===== src/rtl/uart_cmd_decoder_if.sv =====
// Receive handshake and register-write bus between the UART receiver side and uart_cmd_decoder.
// The decoder uses the slave modport; the byte source / register sink side uses master.
interface uart_cmd_decoder_if;
  logic [7:0]  rx_data;
  logic        rx_ready;
  logic        rx_error;
  logic        rx_read;
  logic        wr_en;
  logic [7:0]  wr_addr;
  logic [15:0] wr_data;
  logic        frame_err;
  logic [7:0]  err_count;
  logic        busy;

  modport slave (
    input  rx_data,
    input  rx_ready,
    input  rx_error,
    output rx_read,
    output wr_en,
    output wr_addr,
    output wr_data,
    output frame_err,
    output err_count,
    output busy
  );

  modport master (
    output rx_data,
    output rx_ready,
    output rx_error,
    input  rx_read,
    input  wr_en,
    input  wr_addr,
    input  wr_data,
    input  frame_err,
    input  err_count,
    input  busy
  );
endinterface


===== src/rtl/uart_cmd_decoder.sv =====
// Assembles HDR/ADDR/DATA_H/DATA_L[/CHK] frames from the UART receiver into register-write strobes.
// Define UART_CMD_CHECKSUM_EN to add the trailing XOR checksum byte (5-byte frames).
module uart_cmd_decoder #(
  parameter int unsigned C_CLK_FRQ    = 100000000,
  parameter int unsigned C_TIMEOUT_US = 1000,
  parameter logic [7:0]  C_HEADER     = 8'hA5
) (
  input logic                clk,
  input logic                rstb,
  uart_cmd_decoder_if.slave  bus
);

  localparam int unsigned C_TO = (C_CLK_FRQ / 1000000) * C_TIMEOUT_US;
  localparam int unsigned TW   = $clog2(C_TO + 1);
  localparam logic [TW-1:0] TO_LIM = TW'(C_TO);

`ifdef UART_CMD_CHECKSUM_EN
  typedef enum logic [2:0] {
    StHdr, StAddr, StDh, StDl, StChk, StWrite, StErr
  } state_e;
`else
  typedef enum logic [2:0] {
    StHdr, StAddr, StDh, StDl, StWrite, StErr
  } state_e;
`endif

  state_e          state_q, state_d;
  logic [TW-1:0]   to_cnt_q, to_cnt_d;
  logic [7:0]      addr_q, addr_d;
  logic [7:0]      dh_q, dh_d;
`ifdef UART_CMD_CHECKSUM_EN
  logic [7:0]      dl_q, dl_d;
`endif
  logic            rx_read_q;
  logic            wr_en_q, wr_en_d;
  logic [7:0]      wr_addr_q, wr_addr_d;
  logic [15:0]     wr_data_q, wr_data_d;
  logic            frame_err_q, frame_err_d;
  logic [7:0]      err_count_q, err_count_d;
  logic            busy_q, busy_d;

  logic receiving;
  logic consume;
  logic byte_ok;
  logic byte_bad;
  logic timeout;

  // Consumption is blocked while the previous acknowledge is still high.
  assign receiving = (state_q != StWrite) && (state_q != StErr);
  assign consume   = receiving && bus.rx_ready && !rx_read_q;
  assign byte_ok   = consume && !bus.rx_error;
  assign byte_bad  = consume && bus.rx_error;
  assign timeout   = (to_cnt_q == TO_LIM) && (state_q != StHdr);

  always_comb begin
    state_d   = state_q;
    addr_d    = addr_q;
    dh_d      = dh_q;
`ifdef UART_CMD_CHECKSUM_EN
    dl_d      = dl_q;
`endif
    wr_addr_d = wr_addr_q;
    wr_data_d = wr_data_q;

    if (byte_bad) begin
      state_d = StErr;
    end else begin
      unique case (state_q)
        StHdr: begin
          if (byte_ok && (bus.rx_data == C_HEADER)) state_d = StAddr;
        end
        StAddr: begin
          if (byte_ok) begin
            addr_d  = bus.rx_data;
            state_d = StDh;
          end else if (timeout) begin
            state_d = StErr;
          end
        end
        StDh: begin
          if (byte_ok) begin
            dh_d    = bus.rx_data;
            state_d = StDl;
          end else if (timeout) begin
            state_d = StErr;
          end
        end
        StDl: begin
          if (byte_ok) begin
`ifdef UART_CMD_CHECKSUM_EN
            dl_d      = bus.rx_data;
            state_d   = StChk;
`else
            wr_addr_d = addr_q;
            wr_data_d = {dh_q, bus.rx_data};
            state_d   = StWrite;
`endif
          end else if (timeout) begin
            state_d = StErr;
          end
        end
`ifdef UART_CMD_CHECKSUM_EN
        StChk: begin
          if (byte_ok) begin
            if (bus.rx_data == (addr_q ^ dh_q ^ dl_q)) begin
              wr_addr_d = addr_q;
              wr_data_d = {dh_q, dl_q};
              state_d   = StWrite;
            end else begin
              state_d   = StErr;
            end
          end else if (timeout) begin
            state_d = StErr;
          end
        end
`endif
        StWrite: state_d = StHdr;
        StErr:   state_d = StHdr;
        default: state_d = StHdr;
      endcase
    end

    to_cnt_d    = ((state_q == StHdr) || consume) ? '0 : to_cnt_q + TW'(1);
    wr_en_d     = (state_d == StWrite);
    frame_err_d = (state_d == StErr);
    err_count_d = err_count_q;
    if ((state_d == StErr) && (err_count_q != 8'hFF)) err_count_d = err_count_q + 8'd1;
    busy_d      = (state_d != StHdr);
  end

  always_ff @(posedge clk or negedge rstb) begin
    if (!rstb) begin
      state_q     <= StHdr;
      to_cnt_q    <= '0;
      addr_q      <= 8'h00;
      dh_q        <= 8'h00;
`ifdef UART_CMD_CHECKSUM_EN
      dl_q        <= 8'h00;
`endif
      rx_read_q   <= 1'b0;
      wr_en_q     <= 1'b0;
      wr_addr_q   <= 8'h00;
      wr_data_q   <= 16'h0000;
      frame_err_q <= 1'b0;
      err_count_q <= 8'h00;
      busy_q      <= 1'b0;
    end else begin
      state_q     <= state_d;
      to_cnt_q    <= to_cnt_d;
      addr_q      <= addr_d;
      dh_q        <= dh_d;
`ifdef UART_CMD_CHECKSUM_EN
      dl_q        <= dl_d;
`endif
      rx_read_q   <= consume;
      wr_en_q     <= wr_en_d;
      wr_addr_q   <= wr_addr_d;
      wr_data_q   <= wr_data_d;
      frame_err_q <= frame_err_d;
      err_count_q <= err_count_d;
      busy_q      <= busy_d;
    end
  end

  assign bus.rx_read   = rx_read_q;
  assign bus.wr_en     = wr_en_q;
  assign bus.wr_addr   = wr_addr_q;
  assign bus.wr_data   = wr_data_q;
  assign bus.frame_err = frame_err_q;
  assign bus.err_count = err_count_q;
  assign bus.busy      = busy_q;

endmodule


===== src/flat_wrapper.sv =====
// flat-port wrapper written by rule: the top's interface ports become plain ports
module uart_cmd_decoder_flat 
#(
  parameter int unsigned C_CLK_FRQ    = 100000000,
  parameter int unsigned C_TIMEOUT_US = 1000,
  parameter logic [7:0]  C_HEADER     = 8'hA5
)
  (clk, rstb, bus_rx_data, bus_rx_ready, bus_rx_error, bus_rx_read, bus_wr_en, bus_wr_addr, bus_wr_data, bus_frame_err, bus_err_count, bus_busy);
  uart_cmd_decoder_if bus_i ();
  input logic clk;
  input logic rstb;
  input wire logic [$bits(bus_i.rx_data)-1:0] bus_rx_data;
  input wire logic [$bits(bus_i.rx_ready)-1:0] bus_rx_ready;
  input wire logic [$bits(bus_i.rx_error)-1:0] bus_rx_error;
  output wire logic [$bits(bus_i.rx_read)-1:0] bus_rx_read;
  output wire logic [$bits(bus_i.wr_en)-1:0] bus_wr_en;
  output wire logic [$bits(bus_i.wr_addr)-1:0] bus_wr_addr;
  output wire logic [$bits(bus_i.wr_data)-1:0] bus_wr_data;
  output wire logic [$bits(bus_i.frame_err)-1:0] bus_frame_err;
  output wire logic [$bits(bus_i.err_count)-1:0] bus_err_count;
  output wire logic [$bits(bus_i.busy)-1:0] bus_busy;
  assign bus_i.rx_data = bus_rx_data;
  assign bus_i.rx_ready = bus_rx_ready;
  assign bus_i.rx_error = bus_rx_error;
  assign bus_rx_read = bus_i.rx_read;
  assign bus_wr_en = bus_i.wr_en;
  assign bus_wr_addr = bus_i.wr_addr;
  assign bus_wr_data = bus_i.wr_data;
  assign bus_frame_err = bus_i.frame_err;
  assign bus_err_count = bus_i.err_count;
  assign bus_busy = bus_i.busy;
  uart_cmd_decoder #(.C_CLK_FRQ(C_CLK_FRQ), .C_TIMEOUT_US(C_TIMEOUT_US), .C_HEADER(C_HEADER)) u_core (.clk(clk), .rstb(rstb), .bus(bus_i));
endmodule

===== config.mk =====
export PLATFORM = sky130hd
export DESIGN_NAME = uart_cmd_decoder_flat
export DESIGN_NICKNAME = d
export VERILOG_FILES = /design/src/rtl/uart_cmd_decoder_if.sv /design/src/rtl/uart_cmd_decoder.sv /design/src/flat_wrapper.sv
export SDC_FILE = /design/constraint.sdc
export NUM_CORES = 1
export LEC_CHECK = 0
export CORE_MARGIN = 2
export CORE_UTILIZATION = 58
export CTS_CLUSTER_SIZE = 30
export DETAILED_ROUTE_END_ITERATION = 8
export GPL_ROUTABILITY_DRIVEN = 1
export GPL_TIMING_DRIVEN = 0
export MAX_ROUTING_LAYER = met4
export PLACE_DENSITY = 0.84
export SYNTH_ARGS = -nofsm -noshare
export SYNTH_HDL_FRONTEND = slang
export SYNTH_SLANG_ARGS = --single-unit

===== constraint.sdc =====
create_clock -name clk -period 4.63 [get_ports clk]
set_input_delay 0.926 -clock clk [delete_from_list [all_inputs] [get_ports clk]]
set_output_delay 0.926 -clock clk [all_outputs]
set_load 0.005 [all_outputs]

Word level (Yosys, flattened, before mapping)
Index checks and enable logic that the tools add are counted.
{"block": "totals", "elab_cells": 49, "in_bits": 12, "out_inout_bits": 36, "ff_bits": 72}
{"block": "classes", "eq_ne": 10, "bitwise": 1, "add_sub_neg": 2, "muxes": 8, "reduce_logical": 17}
{"op": "$mux 3", "count": 6}
{"op": "$add 17x1->17 const B", "count": 1}
{"op": "$eq 17x17->1 const B", "count": 1}
{"op": "$mux 17", "count": 1}
{"op": "$pmux 3 s4", "count": 1}
{"op": "$reduce_and 3->1", "count": 3}
{"op": "$add 8x1->8 const B", "count": 1}
{"op": "$eq 8x8->1 const B", "count": 1}
{"op": "$logic_and 1x1->1", "count": 8}
{"op": "$ne 8x8->1 const B", "count": 1}
{"op": "$eq 3x2->1 const B", "count": 2}
{"op": "$eq 3x3->1 const B", "count": 2}
{"op": "$ne 3x3->1 const B", "count": 2}
{"op": "$reduce_bool 3->1", "count": 2}
{"op": "$eq 3x1->1 const B", "count": 1}
{"op": "$logic_not 3->1", "count": 1}
{"op": "$logic_not 1->1", "count": 2}
{"op": "$logic_or 1x1->1", "count": 1}
{"op": "$not 1->1", "count": 1}

Longest topological paths before layout
{"block": "depth", "ltp_word": 11, "ltp_mapped": 10, "mapped_depth_nobuf": 9}

Least setup slack after synthesis
No wires, ideal clock.
{"block": "synth_timing", "kind": "input to register", "start": "in bus_rx_data[4]", "end": "reg u_core.err_count_q[7] (netlist: u_core.bus.err_count[7])", "setup_time_ps": 128, "t_arrival_ps": 2464, "slack_ps": 2038, "cell_stages": 6, "path_buffers": 0, "t_required_ps": 4502, "path_cell_list": "nand4bb_1 -> or4_4 -> a21oi_2 -> nor3_4 -> nor4_2 -> mux2_1"}
{"block": "synth_between", "elab_chain_cells": 7}
{"item": "from (decl)", "line": "flat_wrapper.sv:12", "text": "input wire logic [$bits(bus_i.rx_data)-1:0] bus_rx_data;"}
{"item": "$eq 8x8->1", "line": "uart_cmd_decoder.sv:70", "text": "if (byte_ok && (bus.rx_data == C_HEADER)) state_d = StAddr;"}
{"item": "$logic_and 1x1->1", "line": "uart_cmd_decoder.sv:70"}
{"item": "$mux 3", "line": "uart_cmd_decoder.sv:70"}
{"item": "$pmux 3 s4", "line": "uart_cmd_decoder.sv:68", "text": "unique case (state_q)"}
{"item": "$mux 3", "line": "uart_cmd_decoder.sv:65", "text": "if (byte_bad) begin"}
{"item": "$eq 3x3->1", "line": "uart_cmd_decoder.sv:127", "text": "if ((state_d == StErr) && (err_count_q != 8'hFF)) err_count_d = err_count_q + 8'd1;"}
{"item": "$logic_and 1x1->1", "line": "uart_cmd_decoder.sv:127"}
{"item": "to (signal assigned)", "line": "uart_cmd_decoder.sv:160", "text": "err_count_q <= err_count_d;"}
{"item": "to (decl)", "line": "uart_cmd_decoder.sv:39", "text": "logic [7:0] err_count_q, err_count_d;"}
Every way passes these cells.
A chain may end at the register's enable or synchronous reset.

Worst setup path in the final report
Same ends and word-level chain as after synthesis.

==> impl_metrics.tcl <==
set metrics [dict create \
    status "finished clean" \
    ys_ff_latch 72 \
    required_ps 4860 \
    multi_input_area_mm2 0.00139 \
    synth_top_family_by_area "simple AND/OR/NAND/NOR gates" \
    cts_hold_buffers 0 \
    setup_viol_count_final 0 \
    die_width_um 79.2 \
    syn-cell-area_mm2 0.00328 \
    r2r_slack_ps 2130 \
    cts_resized 0 \
    end_kind "register" \
    die_h_um 79.2 \
    critPathArrivalTime_ps 3190 \
    timing.final.ws_setup_ps 1670 \
    holdPathStages 1 \
    numCtsBuffers 9 \
    initial_core_util_pct 60.0 \
    synthXorXnorAreaFrac_pct 4.54 \
    cts_root_buffer "clkbuf_8" \
    antennaDiodeCount 0 \
    cts_tree "done" \
    grt_use_total_pct 24.8 \
    postRouteAntennaNets 0 \
    grt_max_degree 73 \
    p_leak_nw 1.75 \
    maxSlewHeadroom_pct 41.7 \
    vias 2145 \
    drive_above_1_share_pct 26.5 \
    hpwl_um 4350 \
    io_buffers 47 \
    p_per_area_mw_per_mm2 564 \
    irDropWorstVdd_v 0.000354 \
    drc 0 \
    mostFrequentLayoutCell "dfrtp_1" \
    worstRegToRegCells 10 \
    place_ws_ps 1360 \
    vias_per_cell 5.63 \
    grt_antenna_before_repair 0 \
    yosysSeqAreaShare_pct 54.9 \
    worstMarginPinSlew_ps 875 \
    synth_cell_types 45 \
    yosys_warnings 0 \
    fin_crit_sh_pct 64.0 \
    ys.flop_type "dfrtp_1" \
    cts_buffer_depth 2 \
    htree_levels 3 \
    area_growth_syn_to_layout_pct 23.7 \
    drv_slew 0 \
    finalSetupTns_ps 0 \
    clk_latency_ps 340 \
    num_io_pins 48 \
    nFillCells 350 \
    regArea_mm2 0.00180 \
    final_util_pct 74.2 \
    final_area_mm2 0.00406 \
    muxShareOfSynthArea_pct 16.6 \
    path_max_fanout 10 \
    drt_iter0_markers 153 \
    postSynthAreaPerCell_um2 13.3 \
    grt_pass1_vias 2260 \
    maxCapViolCount 0 \
    placed_area_mm2 0.00384 \
    grt_pass1_wl_um 11200 \
    synth_nets 261 \
    firstDrtPassIters 4 \
    yosys.area_share.simple_pct 16.9 \
    post_drt_wl_per_cell_um 17.8 \
    core-area_mm2 0.00547 \
    die_area_mm2 0.00628 \
    worstSetupPathType "primary input to register" \
    synth-compound-area-share_pct 3.01 \
    gp_congestion 0.830 \
    rsz0062_at_grt "no" \
    row_count 27 \
    overflow 0 \
    finalClockSkew_ps 10.2 \
    synth_edf_count 0 \
    critPathLaunchType "primary input" \
    mostFrequentLayoutCells "72 x dfrtp_1, 46 x clkdlybuf4s50_1, 22 x mux2_2, 21 x nor2_1, 19 x mux2_4" \
    cts_setup_buffers 0 \
    fmax_ghz 0.337 \
    hp-class "register to register" \
    synthCells 246 \
    async_flop_share_pct 100 \
    cts.sinks 72 \
    routed_wirelength_um 6770 \
    finalCriticalPeriod_ps 2960 \
    clk_pin_slew_ps 80 \
    nets 319 \
    hold_viol 0 \
    synth-adder-area-share_pct 1.14 \
]
-- power by group --
group | switching [mW] | internal [mW] | leakage [nW]
Combinational | 0.305 | 0.473 | 0.713
Sequential | 0.138 | 0.824 | 0.930
Clock | 0.245 | 0.304 | 0.110
-- registers in the layout, indices dropped and copies added, names as in the netlist --
signal / cells
u_core.bus.busy: 1
u_core.bus.wr_addr: 8
u_core.bus.rx_read: 1
u_core.bus.wr_en: 1
u_core.bus.wr_data: 16
u_core.to_cnt_q: 17
u_core.addr_q: 8
u_core.bus.frame_err: 1
u_core.state_q: 3
u_core.bus.err_count: 8
u_core.dh_q: 8
-- Yosys cell counts (3+ instances only) --
library cell,number,share of area (%)
or3_1,3,0.57
dfrtp_1,72,55
nand2_1,8,0.91
nor2_1,21,2.4
nand3_1,14,2.1
ha_1,3,1.1
xnor2_1,3,0.80
o21ai_0,4,0.61
mux2_2,22,7.5
a21oi_1,5,0.76
nand4_1,3,0.57
nor4_2,3,1.1
inv_1,8,0.91
xor2_1,14,3.7
nor4_1,4,0.76
nor3_1,3,0.46
mux2_4,19,8.7
-- per-stage QoR --
| step | hold slack [ps] | cells | total power, mW |
|---|---|---|---|
| 3_3_place_gp | 471 | 365 | 1.69 |
| 3_5_place_dp | 482 | 365 | 1.74 |
| 5_1_grt | 530 | 381 | 2.41 |
| 2_1_floorplan | 455 | 246 | 1.37 |
| 6_report | 492 | 381 | 2.29 |
| 4_1_cts | 494 | 381 | 2.31 |
-- layout make-up --
| class | instances | area share (%) |
|---|---|---|
| plain buffers | 6 | 1.42 |
| clock buffers | 9 | 3.05 |
| inverters | 9 | 0.955 |
| well taps | 72 | 2.22 |
| multi-input cells | 159 | 34.1 |
| clock inverters | 7 | 2.34 |
| flip-flops and latches | 72 | 44.4 |
| repair buffers | 47 | 11.5 |
-- worst max-delay path, stage by stage --
cell	delay [ps]
clkdlybuf4s50_1	480
nand4bb_1	270
or4_4	520
a21oi_2	210
nor3_4	120
nor4_2	320
mux2_1	350
-- metal layers --
layer	part of all wire [%]	vias up	track usage, %	routed length (um)
met4	2.1	0	10.9	140
li1	-	992	-	-
met1	42	1092	29.3	2850
met5	0	-	-	0
met3	3.2	13	5.45	217
met2	53	48	41.2	3560
-- cells by family (layout without fill, tap and decap cells) --
group / after synthesis / count (layout)
buffers and inverters: 15 / 78
multiplexers: 42 / 42
flip-flops: 72 / 72
AO/OA/AOI/OAI: 16 / 16
XOR/XNOR: 17 / 17
AND/OR/NAND/NOR: 81 / 81
adder cells (fa/ha/maj): 3 / 3
-- path summary, 6_finish.rpt --
kind,start,end
setup / recovery,bus_rx_data[4],u_core.bus.err_count[7]
max in group asynchronous,rstb,u_core.bus.err_count[7]
setup reg to reg,u_core.to_cnt_q[0],u_core.bus.wr_data[4]
min in group asynchronous,rstb,u_core.to_cnt_q[8]
hold reg to reg,u_core.bus.err_count[4],u_core.bus.err_count[4]
hold / removal,u_core.bus.err_count[4],u_core.bus.err_count[4]
Note: power is estimated with default switching activity, not from simulation.
